==> src/rtl/line_buffer_ctrl.sv <==
// Line-buffer front-end: captures one line from an upstream pixel stream into a
// single-port line RAM, then plays it back forward or mirrored downstream.
module line_buffer_ctrl #(
    parameter int unsigned ADDR_WIDTH = 6,
    parameter int unsigned DATA_WIDTH = 30,
    parameter int unsigned LINE_WIDTH = 64
) (
    input  logic                  clk,
    input  logic                  i_rst,
    input  logic                  i_valid,
    output logic                  o_ready,
    input  logic [DATA_WIDTH-1:0] i_data,
    input  logic                  i_mirror,
    output logic                  o_valid,
    input  logic                  i_ready,
    output logic [DATA_WIDTH-1:0] o_data,
    output logic                  o_line_done,
    output logic                  o_ram_cs,
    output logic                  o_ram_we,
    output logic [ADDR_WIDTH-1:0] o_ram_addr,
    output logic [DATA_WIDTH-1:0] o_ram_din,
    input  logic [DATA_WIDTH-1:0] i_ram_dout
);

    localparam int unsigned CNT_W = ADDR_WIDTH + 1;
    localparam logic [CNT_W-1:0] LINE_LEN = CNT_W'(LINE_WIDTH);
    localparam logic [CNT_W-1:0] LAST_IDX = CNT_W'(LINE_WIDTH - 1);

    typedef enum logic {
        S_WRITE = 1'b0,
        S_READ  = 1'b1
    } state_t;

    state_t                r_state;
    logic [CNT_W-1:0]      r_wr_cnt;
    logic [CNT_W-1:0]      r_rd_cnt;
    logic                  r_mirror;

    logic                  w_wr_hs;
    logic                  w_load;
    logic                  w_rd_last;
    logic [ADDR_WIDTH-1:0] w_rd_addr;

    assign o_ready   = (r_state == S_WRITE);
    assign w_wr_hs   = o_ready && i_valid;
    assign w_load    = (r_state == S_READ) && (r_rd_cnt < LINE_LEN) && (!o_valid || i_ready);
    assign w_rd_last = (r_state == S_READ) && (r_rd_cnt == LINE_LEN) && o_valid && i_ready;
    assign w_rd_addr = r_mirror ? ADDR_WIDTH'(LAST_IDX - r_rd_cnt) : r_rd_cnt[ADDR_WIDTH-1:0];

    // RAM port mux: write side owns the RAM in WRITE, read side only on a load
    always_comb begin
        o_ram_cs   = 1'b0;
        o_ram_we   = 1'b0;
        o_ram_addr = '0;
        o_ram_din  = '0;
        if (r_state == S_WRITE) begin
            o_ram_cs   = i_valid;
            o_ram_we   = 1'b1;
            o_ram_addr = r_wr_cnt[ADDR_WIDTH-1:0];
            o_ram_din  = i_data;
        end else begin
            o_ram_cs   = w_load;
            o_ram_addr = w_rd_addr;
        end
    end

    always_ff @(posedge clk or posedge i_rst) begin
        if (i_rst) begin
            r_state     <= S_WRITE;
            r_wr_cnt    <= '0;
            r_rd_cnt    <= '0;
            r_mirror    <= 1'b0;
            o_valid     <= 1'b0;
            o_data      <= '0;
            o_line_done <= 1'b0;
        end else begin
            o_line_done <= 1'b0;
            case (r_state)
                S_WRITE: begin
                    if (w_wr_hs) begin
                        if (r_wr_cnt == '0) begin
                            r_mirror <= i_mirror;
                        end
                        if (r_wr_cnt == LAST_IDX) begin
                            r_state  <= S_READ;
                            r_wr_cnt <= '0;
                            r_rd_cnt <= '0;
                        end else begin
                            r_wr_cnt <= r_wr_cnt + CNT_W'(1);
                        end
                    end
                end
                S_READ: begin
                    // Output register doubles as a one-entry skid: refill only when empty or draining
                    if (w_load) begin
                        o_data   <= i_ram_dout;
                        o_valid  <= 1'b1;
                        r_rd_cnt <= r_rd_cnt + CNT_W'(1);
                    end else if (w_rd_last) begin
                        r_state     <= S_WRITE;
                        o_valid     <= 1'b0;
                        o_line_done <= 1'b1;
                    end else if (i_ready) begin
                        o_valid <= 1'b0;
                    end
                end
                default: r_state <= S_WRITE;
            endcase
        end
    end

endmodule
==> config.mk <==
export PLATFORM = sky130hd
export DESIGN_NAME = line_buffer_ctrl
export DESIGN_NICKNAME = d
export VERILOG_FILES = /design/src/rtl/line_buffer_ctrl.sv
export SDC_FILE = /design/constraint.sdc
export NUM_CORES = 1
export LEC_CHECK = 0
export ABC_CLOCK_PERIOD_IN_PS = 3300
export CAP_MARGIN = 20
export CORE_ASPECT_RATIO = 0.6
export CORE_MARGIN = 2
export CORE_UTILIZATION = 43
export CTS_BUF_LIST = sky130_fd_sc_hd__clkbuf_4 sky130_fd_sc_hd__clkbuf_8
export DETAILED_ROUTE_END_ITERATION = 12
export PLACE_DENSITY = 0.92
export SETUP_SLACK_MARGIN = 0.4
export SYNTH_ARGS = -nofsm -noshare
export SYNTH_HDL_FRONTEND = slang
export SYNTH_SLANG_ARGS = --single-unit
==> constraint.sdc <==
create_clock -name clk -period 3.3 [get_ports clk]
set_input_delay 0.66 -clock clk [delete_from_list [all_inputs] [get_ports clk]]
set_output_delay 0.66 -clock clk [all_outputs]
set_load 0.02 [all_outputs]
# Yosys cells after proc, flatten, opt, wreduce, memory -nomap -nowiden
# Cells that the tools add are included.
[totals]
ff_bits = 48
latchBits = 0
ramBits = 0
mem_bits_ro = 0
inputBits = 65
out_inout_bits = 71
wordCells = 53
mem_count = 0
[classes]
n_addsub = 3
multipliers = 0
n_div = 0
n_lt_le_gt_ge = 1
n_eq_ne = 5
shifts = 0
n_mux = 21
bitwise_logic = 1
n_reduce_logical = 15
[op_table]
columns = ["cell", "n"]
rows = [
  ["$mux W30", 1],
  ["$mux W7", 4],
  ["$add A7 B1 Y7 const B", 2],
  ["$pmux W7 S2", 1],
  ["$mux W1", 12],
  ["$mux W6", 2],
  ["$eq A7 B6 Y1 const B", 1],
  ["$eq A7 B7 Y1 const B", 1],
  ["$logic_not A7 Y1", 1],
  ["$lt A7 B7 Y1 const B", 1],
  ["$logic_and A1 B1 Y1", 6],
  ["$ne A2 B1 Y1 const B", 3],
  ["$reduce_and A2 Y1", 3],
  ["$reduce_and A3 Y1", 2],
  ["$sub A6 B6 Y6 const A", 1],
  ["$reduce_bool A3 Y1", 1],
  ["$pmux W1 S2", 1],
  ["$logic_not A1 Y1", 1],
  ["$logic_or A1 B1 Y1", 1],
  ["$not A1 Y1", 1],
]

# Longest topological paths before layout
# Gate-level depths: netlist of run 1.
[logic_depth]
word_depth = 7
mapped_depth = 6
mapped_depth_nobuf = 5

# Worst setup path before layout of run 1
# OpenSTA, ideal clock, no wires.
[synth_timing]
path_type = "input-to-output"
start = "input i_ready"
end = "output o_ram_cs"
arrival_ns = 1.559
t_required_ns = 2.640
path_slack_ns = 1.081
stages = 5
n_path_buf = 2
cell_sequence = "and2b_1 -> or2_1 -> buf_2 -> buf_2 -> nand2_1"
[synth_between]
elab_chain_cells = 3
[synth_lines]
columns = ["element", "line_no", "text"]
rows = [
  ["start: declaration", "15", "input logic i_ready,"],
  ["$logic_or A1 B1 Y1", "46", "assign w_load = (r_state == S_READ) && (r_rd_cnt < LINE_LEN) && (!o_valid || i_ready);"],
  ["$logic_and A1 B1 Y1", "46", ""],
  ["$mux W1", "56", "if (r_state == S_WRITE) begin"],
  ["end: declaration", "18", "output logic o_ram_cs,"],
]
# Every way passes these cells.

# Worst setup path in the final report of run 1
# Same ends and word-level chain as after synthesis.

==> results of run 1 <==
[what timing repair did]
| action | CTS | global route |
|---|---|---|
| endpoints found under the setup margin | 1 | 0 |
| setup buffers | 0 | 0 |
| resized for setup | 2 | 0 |
[power breakdown]
group | total, uW | internal [uW] | switching [uW] | leakage, uW
clock | 509 | 305 | 204 | 0.0000687
combinational | 1430 | 673 | 755 | 0.00109
sequential | 990 | 815 | 175 | 0.000586
total | 2930 | 1790 | 1130 | 0.00174
[registers in the layout (all words and copies together), names as in the netlist]
register,flops
r_mirror,1
r_state,1
r_rd_cnt,7
o_data,30
o_valid,1
o_line_done,1
r_wr_cnt,7
[cells in the mapped netlist, drive strengths merged, types with 2 or more instances]
| library cell | instances | area (um^2) |
|---|---|---|
| a21o | 2 | 15.0 |
| clkbuf | 9 | 33.8 |
| buf | 7 | 37.5 |
| nand4 | 2 | 27.5 |
| mux2i | 2 | 20.0 |
| nor2 | 12 | 52.6 |
| a22o | 2 | 17.5 |
| nor2b | 31 | 194 |
| dfrtp | 48 | 1200 |
| nand2b | 2 | 12.5 |
| xnor2 | 8 | 70.1 |
| nor4 | 3 | 18.8 |
| a21oi | 8 | 43.8 |
| or2 | 2 | 12.5 |
| nand2 | 102 | 383 |
| a31oi | 2 | 12.5 |
| nand3 | 5 | 25.0 |
| inv | 5 | 18.8 |
| nor3 | 4 | 20.0 |
| o21ai | 5 | 28.8 |
| ha | 3 | 37.5 |
[per-stage QoR]
| step | utilization | hold slack (ns) |
|---|---|---|
| after floorplan | - | 0.493 |
| final | 0.754 | 0.479 |
| after detailed placement | 0.727 | 0.461 |
| after global routing | 0.754 | 0.506 |
| after CTS | 0.754 | 0.484 |
| after global placement | 0.727 | 0.458 |
[worst register-to-register path: cells and delay by family, from the launching register on]
family	cells	cell delay, ns
buffers and inverters	1	0.22
DFF	1	0.54
AOI/OAI and AO/OA	2	0.46
and+or+nand+nor	1	0.63
[routing by layer]
metal	up-vias	GRT usage	wire, um	share of wire
met2	102	0.395	3280	0.49
met4	0	0.0431	59	0.0088
li1	1131	-	-	-
met3	7	0.0716	611	0.091
met1	1071	0.261	2780	0.41
met5	-	0	0	0
[layout make-up]
class	instances	area, um^2	area share
inverters	5	18.8	0.00478
multi-input cells	206	1100	0.280
clock buffers	5	68.8	0.0175
clock inverters	3	68.8	0.0175
flip-flops and latches	48	1200	0.306
repair buffers	138	1390	0.353
well taps	66	82.6	0.0210
[logic make-up after synthesis]
| kind of cell | share of synthesized area |
|---|---|
| buffers and inverters | 0.0377 |
| XOR/XNOR | 0.0293 |
| AND/OR/NAND/NOR | 0.334 |
| multiplexers | 0.0131 |
| AO/OA/AOI/OAI | 0.0671 |
| flip-flops | 0.503 |
| adder cells (fa/ha/maj) | 0.0157 |
[final timing paths]
| kind | from | end | slack (ns) | cells past startpoint |
|---|---|---|---|---|
| worst max-delay path | i_ready | o_ram_cs | 0.63 | 5 |
| worst min-delay path | o_data[25]$_DFFE_PP0P_ | o_data[25]$_DFFE_PP0P_ | 0.48 | 2 |
| worst max register to register | r_state$_DFF_PP0_ | r_rd_cnt[5]$_DFFE_PP0P_ | 1.34 | 4 |
| worst min register to register | o_data[25]$_DFFE_PP0P_ | o_data[25]$_DFFE_PP0P_ | 0.48 | 2 |
| max in group asynchronous | i_rst | r_state$_DFF_PP0_ | 1.75 | 2 |
| min in group asynchronous | i_rst | o_data[3]$_DFFE_PP0P_ | 0.89 | 2 |
==> run metrics, run 1 <==
Design Area, Final=3920 um^2; later-pin clock latency in the skew report=0.30 ns; first-pass iteration count of the detailed router=4; cell area power density=746 nW/um^2; Rel. slew slack=0.356; leading cell types in the layout, fill and taps excluded=134 x clkdlybuf4s50_1, 102 x nand2_1, 47 x dfrtp_1; Req. time, crit path=2.64 ns; cts hold-fix bufs=0; Die H=61.7 um; Layout area overhead=64.3%; Data arrival, critical path=2.01 ns; Clock Sink Count=48; grt total ovfl=0; layout cell share with drive strength beyond 1=0.0494; Clock transition at path regs=0.09 ns; Mean Syn Cell Area=8.69 um^2; CTS Buffer Depth=2; Max FO, Critical Path=5; Initial DRC Count=84; buffers added on ports=135; Main synth FF type=dfrtp_1; number of synthesized register bits=48; worst vdd rail ir drop=0.000473 V; fin nets=472; # DRC=0; CP endpoint kind=output port; routability congestion estimate=0.858; # diodes=0; number of global-route vias before repair=2227; status=complete, no violations; CP Class=in -> out; Cells after Synth=275; Setup WS post-layout=0.626 ns; Core Region=5200 um^2; Post-DP Area=3790 um^2; Yosys cell types=39; Total Power=2930 uW; clk root buf=clkbuf_8; Post-Place Worst Slack=0.351 ns; Fin Clk Skew=0.00747 ns; Tmin final=2.67 ns; GRT Resource Usage Total=0.217; Final TNS setup=0 ns; Non-Filler Instances=471; CP delay by family, top=buffers and inverters; asr flop ratio synth=1.00; fill count=392; initial antenna violation count=0; Worst Max-Slew Pin Slew=0.964 ns; CTS tree=done; HPWL Detailed=5130 um; I/O Pins=136; critical path launch point type=primary input; commonest non-fill, non-tap cell in the layout=clkdlybuf4s50_1; Avg WL per Cell=14.3 um; Cell Chain, Critical Path=clkdlybuf4s50_1 -> and2b_1 -> or2_1 -> nand2_1 -> dlygate4sd2_1; unrepaired setup endpoints after global routing=false; via count=2311; worst hold-check path type=reg -> reg; final wirelength=6730 um; Die W=100 um; Starting Density=0.459; first-pass GRT wire length=10400 um; final setup vio count=0; Die Area=6190 um^2; vias per cell=4.91; final period utilization=0.810; Slew Viols, Final=0; mapped cell area=2390 um^2; largest net degree at the start of global routing=49; Routed Antenna Nets=0; Fmax=374 MHz; Max stage delay cell, worst path=clkdlybuf4s50_1; Critical Path Max Stage Delay=0.47 ns; Hold Vio Cnt, Final=0; num rows=20; Post-synth EDFFs=0; post-synthesis sequential area ratio=0.503; CTS buffer count=5; post-synth net total=343; Leakage Power=0.00174 uW; htree depth=2; Synth warnings=0; CP bufs+invs=2; placed cell count=463; max cap viols=0
(Power assumes the default switching activity.)
==> inputs of run 2 (changes only) <==
--- a/config.mk
+++ b/config.mk
@@ -5,14 +5,14 @@
 export SDC_FILE = /design/constraint.sdc
 export NUM_CORES = 1
 export LEC_CHECK = 0
-export ABC_CLOCK_PERIOD_IN_PS = 3300
+export ABC_CLOCK_PERIOD_IN_PS = 2400
 export CAP_MARGIN = 20
 export CORE_ASPECT_RATIO = 0.6
 export CORE_MARGIN = 2
-export CORE_UTILIZATION = 43
+export CORE_UTILIZATION = 36
 export CTS_BUF_LIST = sky130_fd_sc_hd__clkbuf_4 sky130_fd_sc_hd__clkbuf_8
 export DETAILED_ROUTE_END_ITERATION = 12
-export PLACE_DENSITY = 0.92
+export PLACE_DENSITY = 0.82
 export SETUP_SLACK_MARGIN = 0.4
 export SYNTH_ARGS = -nofsm -noshare
 export SYNTH_HDL_FRONTEND = slang
==> constraint.sdc (replaced) <==
create_clock -name clk -period 2.4 [get_ports clk]
set_input_delay 0.48 -clock clk [delete_from_list [all_inputs] [get_ports clk]]
set_output_delay 0.48 -clock clk [all_outputs]
set_load 0.02 [all_outputs]
==> run 2 against run 1 <==
Core utilization down 14 points. Design area down 1.9%. Via count down 2.3%. Clock skew down 0.0022 ns. Critical path depth unchanged. First-iteration DRC count up 35%. Sequential share of layout area up 0.59 points. Highest routed layer unchanged.
==> run metrics, run 2 (synthesis gave the netlist of run 1 again) <==
clk root buf=clkbuf_8; later-pin clock latency in the skew report=0.29 ns (about the same); final setup vio count=0 (unchanged); first-pass GRT wire length=10700 um (+3.3%); via count=2259 (-2.3%); # DRC=0 (unchanged); Routed Antenna Nets=0 (unchanged); Req. time, crit path=1.92 ns (-0.72 ns); Hold Vio Cnt, Final=0 (unchanged); Die W=109 um (+8.9%); CP endpoint kind=output port; Flop pwr share=0.343 (+0.005); PostCTS Resize Cnt=74 (+72); Core Region=6250 um^2 (+20%); Clock Sink Count=48 (unchanged); cell area power density=1030 nW/um^2 (+38%); Rel. slew slack=0.609 (+0.253); leading cell types in the layout, fill and taps excluded=102 x nand2_1, 96 x clkdlybuf4s50_1, 47 x dfrtp_1; Max FO, Critical Path=2 (-3); worst vdd rail ir drop=0.000622 V (+31%); worst hold-check path type=reg -> reg; buffers added on ports=135 (unchanged); critical path launch point type=primary input; Die Area=7320 um^2 (+18%); Avg WL per Cell=13.3 um (-6.9%); cell internal pwr=2420 uW (+35%); Leakage Power=0.00185 uW (+6.4%); Comb power frac=0.488 (about the same); Die H=67.1 um (+8.7%); Post-CTS Setup Inserts=0 (unchanged); Initial DRC Count=113 (+35%); Clock transition at path regs=0.09 ns (about the same); Top Layer Used=met4; M1 WL=3160 um (+13%); max reg flops=30 (unchanged); commonest non-fill, non-tap cell in the layout=nand2_1; I/O Pins=136 (unchanged); Data arrival, critical path=1.57 ns (-0.44 ns); met3 WL post-DR=419 um (-31%); cts hold-fix bufs=0 (unchanged); vias per cell=4.57 (-6.8%); CTS Buffer Depth=2 (unchanged); Layout area overhead=61.2%; max cap viols=0 (unchanged); Fin Clk Skew=0.00531 ns (-0.00216 ns); number of global-route vias before repair=2178 (-2.2%); Post-Place Worst Slack=-0.119 ns (-0.470 ns); Fmax=488 MHz; grt total ovfl=0 (unchanged); layout cell share with drive strength beyond 1=0.115 (+0.0653); fin nets=478 (+1.3%); final period utilization=0.853; routability congestion estimate=0.829 (-3.4%); CP Class=in -> out; status=complete, no violations; final core occ=0.616 (-0.138); Worst Max-Slew Pin Slew=0.586 ns (-0.378 ns); # diodes=0 (unchanged); met2 wire len=2960 um (-9.8%); num rows=22 (+10%); unrepaired setup endpoints after global routing=true; Slew Viols, Final=0 (unchanged); biggest regs=o_data: 30 flops, r_rd_cnt: 7 flops, r_wr_cnt: 7 flops; first-pass iteration count of the detailed router=4 (unchanged); final wirelength=6570 um (-2.4%); GRT Resource Usage Total=0.190 (-0.0269); clock network fraction of total power=0.169 (-0.005); Starting Density=0.382 (-0.0766); final hold slack=0.481 ns (+0.00152 ns); largest net degree at the start of global routing=49 (unchanged); switching portion of total power=0.386 (-0.00108); htree depth=2 (unchanged); Setup WS post-layout=0.352 ns (-0.274 ns); Sw Pwr=1530 uW (+35%); fill count=556 (+42%); Largest Register=o_data; CTS tree=done; initial antenna violation count=0 (unchanged); CTS buffer count=5 (unchanged); HPWL Detailed=5110 um (-0.48%); Tmin final=2.05 ns
## run 2: cell types whose count changed in the layout (fill, tap and decap cells not counted), sizes merged
cell,previous run,this run
dlygate4sd2,1,14
inv,6,5
clkdlybuf4s15,0,3
buf,3,18
clkdlybuf4s50,134,96
clkbuf,5,18
## run 2: per-stage QoR
stage	power [uW]	cell area (um^2)	setup TNS (ns)	cells
after floorplan	2410	2390	0	275
after global placement	3320	3840	-0.120	487
after detailed placement	3360	3840	-0.119	487
after CTS	3990	3950	0	494
after global routing	4230	3850	0	494
final	3950	3850	0	494
## run 2: final cells by class
class,instances,area [um^2],share of cell area
Multi-Input combinational cell,206,1100,0.285
Inverter,5,18.8,0.00487
Sequential cell,48,1200,0.312
Timing Repair Buffer,144,1300,0.337
Clock inverter,2,60.1,0.0156
Tap cell,84,105,0.0273
Clock buffer,5,68.8,0.0179
## run 2: critical path, stage by stage
cell,delay [ns]
clkdlybuf4s50_1,0.46
and2b_1,0.20
or2_1,0.22
nand2_1,0.06
buf_4,0.13
## run 2: path summary, 6_finish.rpt
path,start,endpoint,slack (ns),cells after the start
max in group asynchronous,i_rst,r_mirror$_DFFE_PP0P_,1.32,3
worst min register to register,o_data[20]$_DFFE_PP0P_,o_data[20]$_DFFE_PP0P_,0.48,2
min in group asynchronous,i_rst,o_data[27]$_DFFE_PP0P_,0.64,3
worst max register to register,r_state$_DFF_PP0_,r_mirror$_DFFE_PP0P_,0.75,6
worst min-delay path,o_data[20]$_DFFE_PP0P_,o_data[20]$_DFFE_PP0P_,0.48,2
worst max-delay path,i_ready,o_ram_cs,0.35,5
## run 2: metal layers
layer / vias up / track usage
li1: 1145 / -
met3: 8 / 0.0519
met4: 0 / 0.0288
met5: - / 0
met2: 63 / 0.302
met1: 1043 / 0.264
## run 2: power groups by stage
stage / logic (uW) / registers [uW] / clock network, uW
floorplan: 769 / 1650 / 0
global placement: 1960 / 1360 / 0
detailed placement: 1990 / 1370 / 0
CTS: 1950 / 1360 / 685
global route: 2110 / 1400 / 722
finish: 1930 / 1350 / 667
